<file path="src/rtl/vga_text_fetch.sv">
`timescale 1ns/1ps
// vga_text_fetch: turns pixel coordinates into a framebuffer read and decodes the
// char/attribute word into glyph, colour indices and cursor flag two cycles later.
module vga_text_fetch #(
   parameter int SYNC_EXTRA_DELAY = 1
) (
   input  logic        clk,
   input  logic        reset,
   input  logic        active_in,
   input  logic [8:0]  row_in,
   input  logic [9:0]  col_in,
   input  logic        hsync_in,
   input  logic        vsync_in,
   output logic [10:0] fb_addr,
   input  logic [15:0] fb_rdata,
   input  logic        blink_enable,
   input  logic        cursor_enable,
   input  logic [10:0] cursor_pos,
   input  logic [2:0]  cursor_scan_start,
   input  logic [2:0]  cursor_scan_end,
   output logic [7:0]  glyph,
   output logic [2:0]  glyph_row,
   output logic [2:0]  glyph_col,
   output logic [3:0]  foreground,
   output logic [3:0]  background,
   output logic        render_cursor,
   output logic        hsync_out,
   output logic        vsync_out
);

   localparam int          SYNC_DEPTH = 2 + SYNC_EXTRA_DELAY;
   localparam logic [10:0] CELL_COUNT = 11'd2000;

   // Glyph rows are double-scanned, so the row LSB never selects anything.
   logic unused_row_lsb;
   assign unused_row_lsb = row_in[0];

   logic [4:0]  char_row;
   logic [6:0]  char_col;
   logic [2:0]  pix_glyph_row;
   logic [10:0] cell_idx;

   assign char_row      = row_in[8:4];
   assign char_col      = col_in[9:3];
   assign pix_glyph_row = row_in[3:1];
   assign cell_idx      = ({6'd0, char_row} << 6) + ({6'd0, char_row} << 4) + {4'd0, char_col};
   assign fb_addr       = cell_idx;

   // Frame counter and cursor shadow registers
   logic        vsync_prev_q, vsync_prev_d;
   logic [4:0]  frame_cnt_q, frame_cnt_d;
   logic        sh_en_q, sh_en_d;
   logic [10:0] sh_pos_q, sh_pos_d;
   logic [2:0]  sh_start_q, sh_start_d;
   logic [2:0]  sh_end_q, sh_end_d;
   logic        vsync_rise;

   always_comb begin
      vsync_rise   = vsync_in & ~vsync_prev_q;
      vsync_prev_d = vsync_in;
      frame_cnt_d  = frame_cnt_q;
      sh_en_d      = sh_en_q;
      sh_pos_d     = sh_pos_q;
      sh_start_d   = sh_start_q;
      sh_end_d     = sh_end_q;
      if (vsync_rise) begin
         frame_cnt_d = frame_cnt_q + 5'd1;
         sh_en_d     = cursor_enable;
         sh_pos_d    = cursor_pos;
         sh_start_d  = cursor_scan_start;
         sh_end_d    = cursor_scan_end;
      end
   end

   // Stage 1: side-band values travelling alongside the RAM read
   logic       active_s1_q, active_s1_d;
   logic [2:0] grow_s1_q, grow_s1_d;
   logic [2:0] gcol_s1_q, gcol_s1_d;
   logic       cursor_s1_q, cursor_s1_d;
   logic       text_on_s1_q, text_on_s1_d;
   logic       blink_en_s1_q, blink_en_s1_d;

   always_comb begin
      active_s1_d   = active_in;
      grow_s1_d     = pix_glyph_row;
      gcol_s1_d     = col_in[2:0];
      text_on_s1_d  = frame_cnt_q[4];
      blink_en_s1_d = blink_enable;
      // Phases and shadows are the pre-edge values, so a vsync edge affects the next pixel on.
      cursor_s1_d   = sh_en_q
                      && (cell_idx == sh_pos_q)
                      && (sh_pos_q < CELL_COUNT)
                      && (sh_start_q <= pix_glyph_row)
                      && (pix_glyph_row <= sh_end_q)
                      && frame_cnt_q[3];
   end

   // Stage 2: attribute decode on the returned word
   logic [7:0] attr;
   logic       blink;
   logic [3:0] dec_bg;
   logic [3:0] dec_fg;
   logic [7:0] glyph_q, glyph_d;
   logic [2:0] glyph_row_q, glyph_row_d;
   logic [2:0] glyph_col_q, glyph_col_d;
   logic [3:0] fg_q, fg_d;
   logic [3:0] bg_q, bg_d;
   logic       cursor_q, cursor_d;

   always_comb begin
      attr        = fb_rdata[15:8];
      blink       = blink_en_s1_q & attr[7];
      dec_bg      = blink_en_s1_q ? {1'b0, attr[6:4]} : attr[7:4];
      dec_fg      = (blink && !text_on_s1_q) ? dec_bg : attr[3:0];
      glyph_row_d = grow_s1_q;
      glyph_col_d = gcol_s1_q;
      glyph_d     = 8'd0;
      fg_d        = 4'd0;
      bg_d        = 4'd0;
      cursor_d    = 1'b0;
      if (active_s1_q) begin
         glyph_d  = fb_rdata[7:0];
         fg_d     = dec_fg;
         bg_d     = dec_bg;
         cursor_d = cursor_s1_q;
      end
   end

   // Sync delay line matches the two pixel stages plus the downstream lookup
   logic [SYNC_DEPTH-1:0] hs_sr_q, hs_sr_d;
   logic [SYNC_DEPTH-1:0] vs_sr_q, vs_sr_d;

   always_comb begin
      hs_sr_d = {hs_sr_q[SYNC_DEPTH-2:0], hsync_in};
      vs_sr_d = {vs_sr_q[SYNC_DEPTH-2:0], vsync_in};
   end

   always_ff @(posedge clk) begin
      if (reset) begin
         vsync_prev_q  <= 1'b0;
         frame_cnt_q   <= 5'd0;
         sh_en_q       <= 1'b0;
         sh_pos_q      <= 11'd0;
         sh_start_q    <= 3'd0;
         sh_end_q      <= 3'd0;
         active_s1_q   <= 1'b0;
         grow_s1_q     <= 3'd0;
         gcol_s1_q     <= 3'd0;
         cursor_s1_q   <= 1'b0;
         text_on_s1_q  <= 1'b0;
         blink_en_s1_q <= 1'b0;
         glyph_q       <= 8'd0;
         glyph_row_q   <= 3'd0;
         glyph_col_q   <= 3'd0;
         fg_q          <= 4'd0;
         bg_q          <= 4'd0;
         cursor_q      <= 1'b0;
         hs_sr_q       <= '0;
         vs_sr_q       <= '0;
      end else begin
         vsync_prev_q  <= vsync_prev_d;
         frame_cnt_q   <= frame_cnt_d;
         sh_en_q       <= sh_en_d;
         sh_pos_q      <= sh_pos_d;
         sh_start_q    <= sh_start_d;
         sh_end_q      <= sh_end_d;
         active_s1_q   <= active_s1_d;
         grow_s1_q     <= grow_s1_d;
         gcol_s1_q     <= gcol_s1_d;
         cursor_s1_q   <= cursor_s1_d;
         text_on_s1_q  <= text_on_s1_d;
         blink_en_s1_q <= blink_en_s1_d;
         glyph_q       <= glyph_d;
         glyph_row_q   <= glyph_row_d;
         glyph_col_q   <= glyph_col_d;
         fg_q          <= fg_d;
         bg_q          <= bg_d;
         cursor_q      <= cursor_d;
         hs_sr_q       <= hs_sr_d;
         vs_sr_q       <= vs_sr_d;
      end
   end

   assign glyph         = glyph_q;
   assign glyph_row     = glyph_row_q;
   assign glyph_col     = glyph_col_q;
   assign foreground    = fg_q;
   assign background    = bg_q;
   assign render_cursor = cursor_q;
   assign hsync_out     = hs_sr_q[SYNC_DEPTH-1];
   assign vsync_out     = vs_sr_q[SYNC_DEPTH-1];

endmodule

</file>
<file path="config.mk">
export PLATFORM = sky130hd
export DESIGN_NAME = vga_text_fetch
export DESIGN_NICKNAME = d
export VERILOG_FILES = /design/src/rtl/vga_text_fetch.sv
export SDC_FILE = /design/constraint.sdc
export NUM_CORES = 1
export LEC_CHECK = 0
export CAP_MARGIN = 20
export CORE_MARGIN = 5
export CORE_UTILIZATION = 47
export CTS_CLUSTER_SIZE = 28
export DETAILED_ROUTE_END_ITERATION = 10
export GPL_ROUTABILITY_DRIVEN = 0
export GPL_TIMING_DRIVEN = 0
export HOLD_SLACK_MARGIN = 0.03
export PLACE_DENSITY = 0.85
export SLEW_MARGIN = 10
export SYNTH_ARGS = -nofsm -noshare
export SYNTH_HDL_FRONTEND = slang
export SYNTH_SLANG_ARGS = --single-unit
</file>
<file path="constraint.sdc">
create_clock -name clk -period 4.4 [get_ports clk]
set_clock_uncertainty 0.1 [all_clocks]
set_input_delay 0.44 -clock clk [delete_from_list [all_inputs] [get_ports clk]]
set_output_delay 0.44 -clock clk [all_outputs]
set_load 0.02 [all_outputs]
</file>
==> results_dict.tcl <==
set metrics [dict create \
    p_leak_nw 1.523 \
    yosysTopAreaCell "dfxtp_1" \
    drt-wirelength-per-cell_um 13.03 \
    cts_root_buf "clkbuf_8" \
    drv_cap 0 \
    worst-path-max-fanout 5 \
    fin_crit_sh_pct 90.72 \
    slew-limit-headroom_pct 67.32 \
    clock_latency_ps 330 \
    drive_gt1_share_pct 5.208 \
    start_kind "input pin" \
    antenna_found_initial 0 \
    drt-pass1-iter-count 4 \
    finalHoldViolCount 0 \
    synth_most_common_cell "dfxtp_1" \
    synth-seq-cells 62 \
    synth_compound_area_share_pct 7.986 \
    vias_per_cell 4.703 \
    path_buf_inv 4 \
    io_pins 95 \
    setup_violations 0 \
    slowest_delay_ps 630 \
    cts_tree "yes" \
    path_clk_slew_ps 60 \
    fp.dieH_um 83.71 \
    diodes 0 \
    status "finished clean" \
    rsz0062_at_grt "no" \
    cts_resized 0 \
    synth_nets 352 \
    setup_tns_ps 0 \
    grt_pass1_vias 2191 \
    final_core_util_pct 71.85 \
    fillers 402 \
    port_buffers 93 \
    ys_warn_count 0 \
    dp_hpwl_um 4633 \
    ant_nets 0 \
    netlist_instances 275 \
    start_util_pct 49.06 \
    synthesis.area_sq_um 2554 \
    final_max_slew_viol_count 0 \
    ys_top_cells_by_count "62 x dfxtp_1, 41 x nand2_1, 22 x a21oi_1, 22 x nor2b_1, 16 x ha_1" \
    h-tree-depth 3 \
    crit_arrival_ps 3450 \
    instances_no_fill 454 \
    synth_top_family_by_area "simple AND/OR/NAND/NOR gates" \
    synth_area_per_cell_sq_um 9.286 \
    drcViolationCount 0 \
    num_rows 26 \
    p_per_area_nw_per_um2 342.6 \
    cp_top_family "buffers and inverters" \
    core_sq_um 5205 \
    synth-seq-area-share_pct 48.60 \
    synthToLayoutAreaGrowth_pct 46.45 \
    synthFlopType "dfxtp_1" \
    synth_xor_area_share_pct 6.173 \
    cts_buffer_depth 2 \
    vias 2135 \
    grt_pass1_wl_um 9846 \
    synth_edf_count 0 \
    die-area_sq_um 7007 \
    postCtsSetupBuffers 0 \
    cpMaxStageDelayCell "clkdlybuf4s50_1" \
    clkSinkCount 62 \
    die-width_um 83.71 \
    dpl.cell_count 438 \
    worstSetupPathType "in -> out" \
    fmax_ghz 0.2505 \
    ir_worst_vdd_uv 208.9 \
    gr-total-overflow 0 \
    grt_usage_pct 17.61 \
    synth_area_leaders "dfxtp_1 49%, ha_1 7.8%, nand2_1 6.0%" \
    synthArstFlopShare_pct 0 \
    grt_max_degree 11 \
    fin_nets 456 \
    cp-end-kind "primary output" \
    fin_crit_ps 3992 \
    crit_chain "clkdlybuf4s50_1 > inv_1 > fa_1 > inv_1 > ha_1 > a211o_1 > o211ai_1 > nand2b_1 > a21oi_1 > xnor2_1 > clkdlybuf4s50_1" \
    synthMuxAreaShare_pct 1.617 \
    hold_class "reg -> reg" \
    ys_types 33 \
    cts_made_buffers 9 \
    cts_hold_buf 0 \
    tightest_slew_ps 490.3 \
    critPathRequiredTime_ps 3860 \
    synthSimpleGateAreaFrac_pct 21.36 \
    postRouteWirelength_um 5915 \
    post-synth-top-area-fraction_pct 48.60 \
    synthAdderAreaFrac_pct 9.407 \
    drt_iter0_drc 54 \
]
[cell type report]
class	instances	area, sq um	area share, %
timing repair buffer	93	930.9	24.89
tap	70	87.58	2.342
sequential	62	1241	33.19
inverter	14	52.55	1.405
multi-input combinational	184	1189	31.78
clock inverter	4	22.52	0.6022
buffer	15	71.32	1.907
clock buffer	12	145.1	3.881
[per-stage QoR]
step                      power, mW  area, sq um  setup slack, ps  hold WS [ps]
after floorplan              0.7480         2554             1535         298.0
final                         1.281         3740            408.4         337.2
after global placement       0.8661         3572            421.2         305.0
after detailed placement     0.8724         3572            383.5         321.2
after CTS                     1.297         3740            385.7         341.0
after global routing          1.344         3740            308.2         359.1
[power by group]
group          switching, mW  internal, mW  leakage [nW]
Combinational          0.122         0.142         0.928
Clock                  0.204         0.217        0.0861
Sequential            0.0118         0.585         0.508
Total                  0.338         0.944          1.52
[cell families (layout without fill, tap and decap cells)]
logic type / Yosys count / count (layout)
AOI/OAI and AO/OA: 35 / 35
xor gates and xnor gates: 18 / 18
adders and majority gates: 18 / 18
buffers and inverters: 29 / 138
DFF: 62 / 62
muxes: 4 / 4
and+or+nand+nor: 109 / 109
[placed cells by master (no fill, tap or decap), types with 2 or more instances in the layout]
cell             synthesis  final
nand2_1                 41     41
nor2_1                  15     15
xnor2_1                 10     10
a21oi_1                 22     22
nand4_1                  6      6
o21ai_0                  4      4
clkbuf_1                 9     11
buf_1                    2      2
nand2b_1                 4      4
o21a_1                   2      2
nand3_1                  2      2
dfxtp_1                 62     62
nor2b_1                 22     22
clkbuf_8                 0     10
clkdlybuf4s50_1          0     93
mux2i_1                  3      3
a2111oi_1                2      2
inv_1                   14     14
o211ai_1                 2      2
buf_4                    4      4
xor2_1                   8      8
clkinv_2                 0      3
ha_1                    16     16
and2_1                  12     12
fa_1                     2      2
[final timing paths]
kind	from	depth (start not counted)	to	slack [ps]
setup / recovery	row_in[4]	11	fb_addr[10]	410
hold / removal	hs_sr_q[1]$_SDFF_PP0_	1	hs_sr_q[2]$_SDFF_PP0_	340
setup reg to reg	sh_end_q[1]$_SDFFE_PP0P_	7	cursor_s1_q$_SDFF_PP0_	2520
hold reg to reg	hs_sr_q[1]$_SDFF_PP0_	1	hs_sr_q[2]$_SDFF_PP0_	340
[per-layer routing]
metal,global-route usage [%],vias to the layer above,share of wire [%],wire [um]
li1,-,1101,-,-
met1,18.15,950,41,2446
met2,32.18,69,50,2987
met3,4.344,15,5.6,333
met4,9.942,0,2.5,148
met5,0,-,0,0
[flip-flops by register name, indices dropped and copies added, names as in the netlist]
signal,cells
sh_en_q,1
foreground,4
glyph_row_d,3
active_s1_q,1
text_on_s1_q,1
hs_sr_q,3
glyph,8
sh_pos_q,11
vs_sr_q,3
gcol_s1_q,3
glyph_row,3
sh_start_q,3
background,4
frame_cnt_q,5
blink_en_s1_q,1
sh_end_q,3
cursor_s1_q,1
glyph_col,3
render_cursor,1
Power figures use the tool's default switching activity.
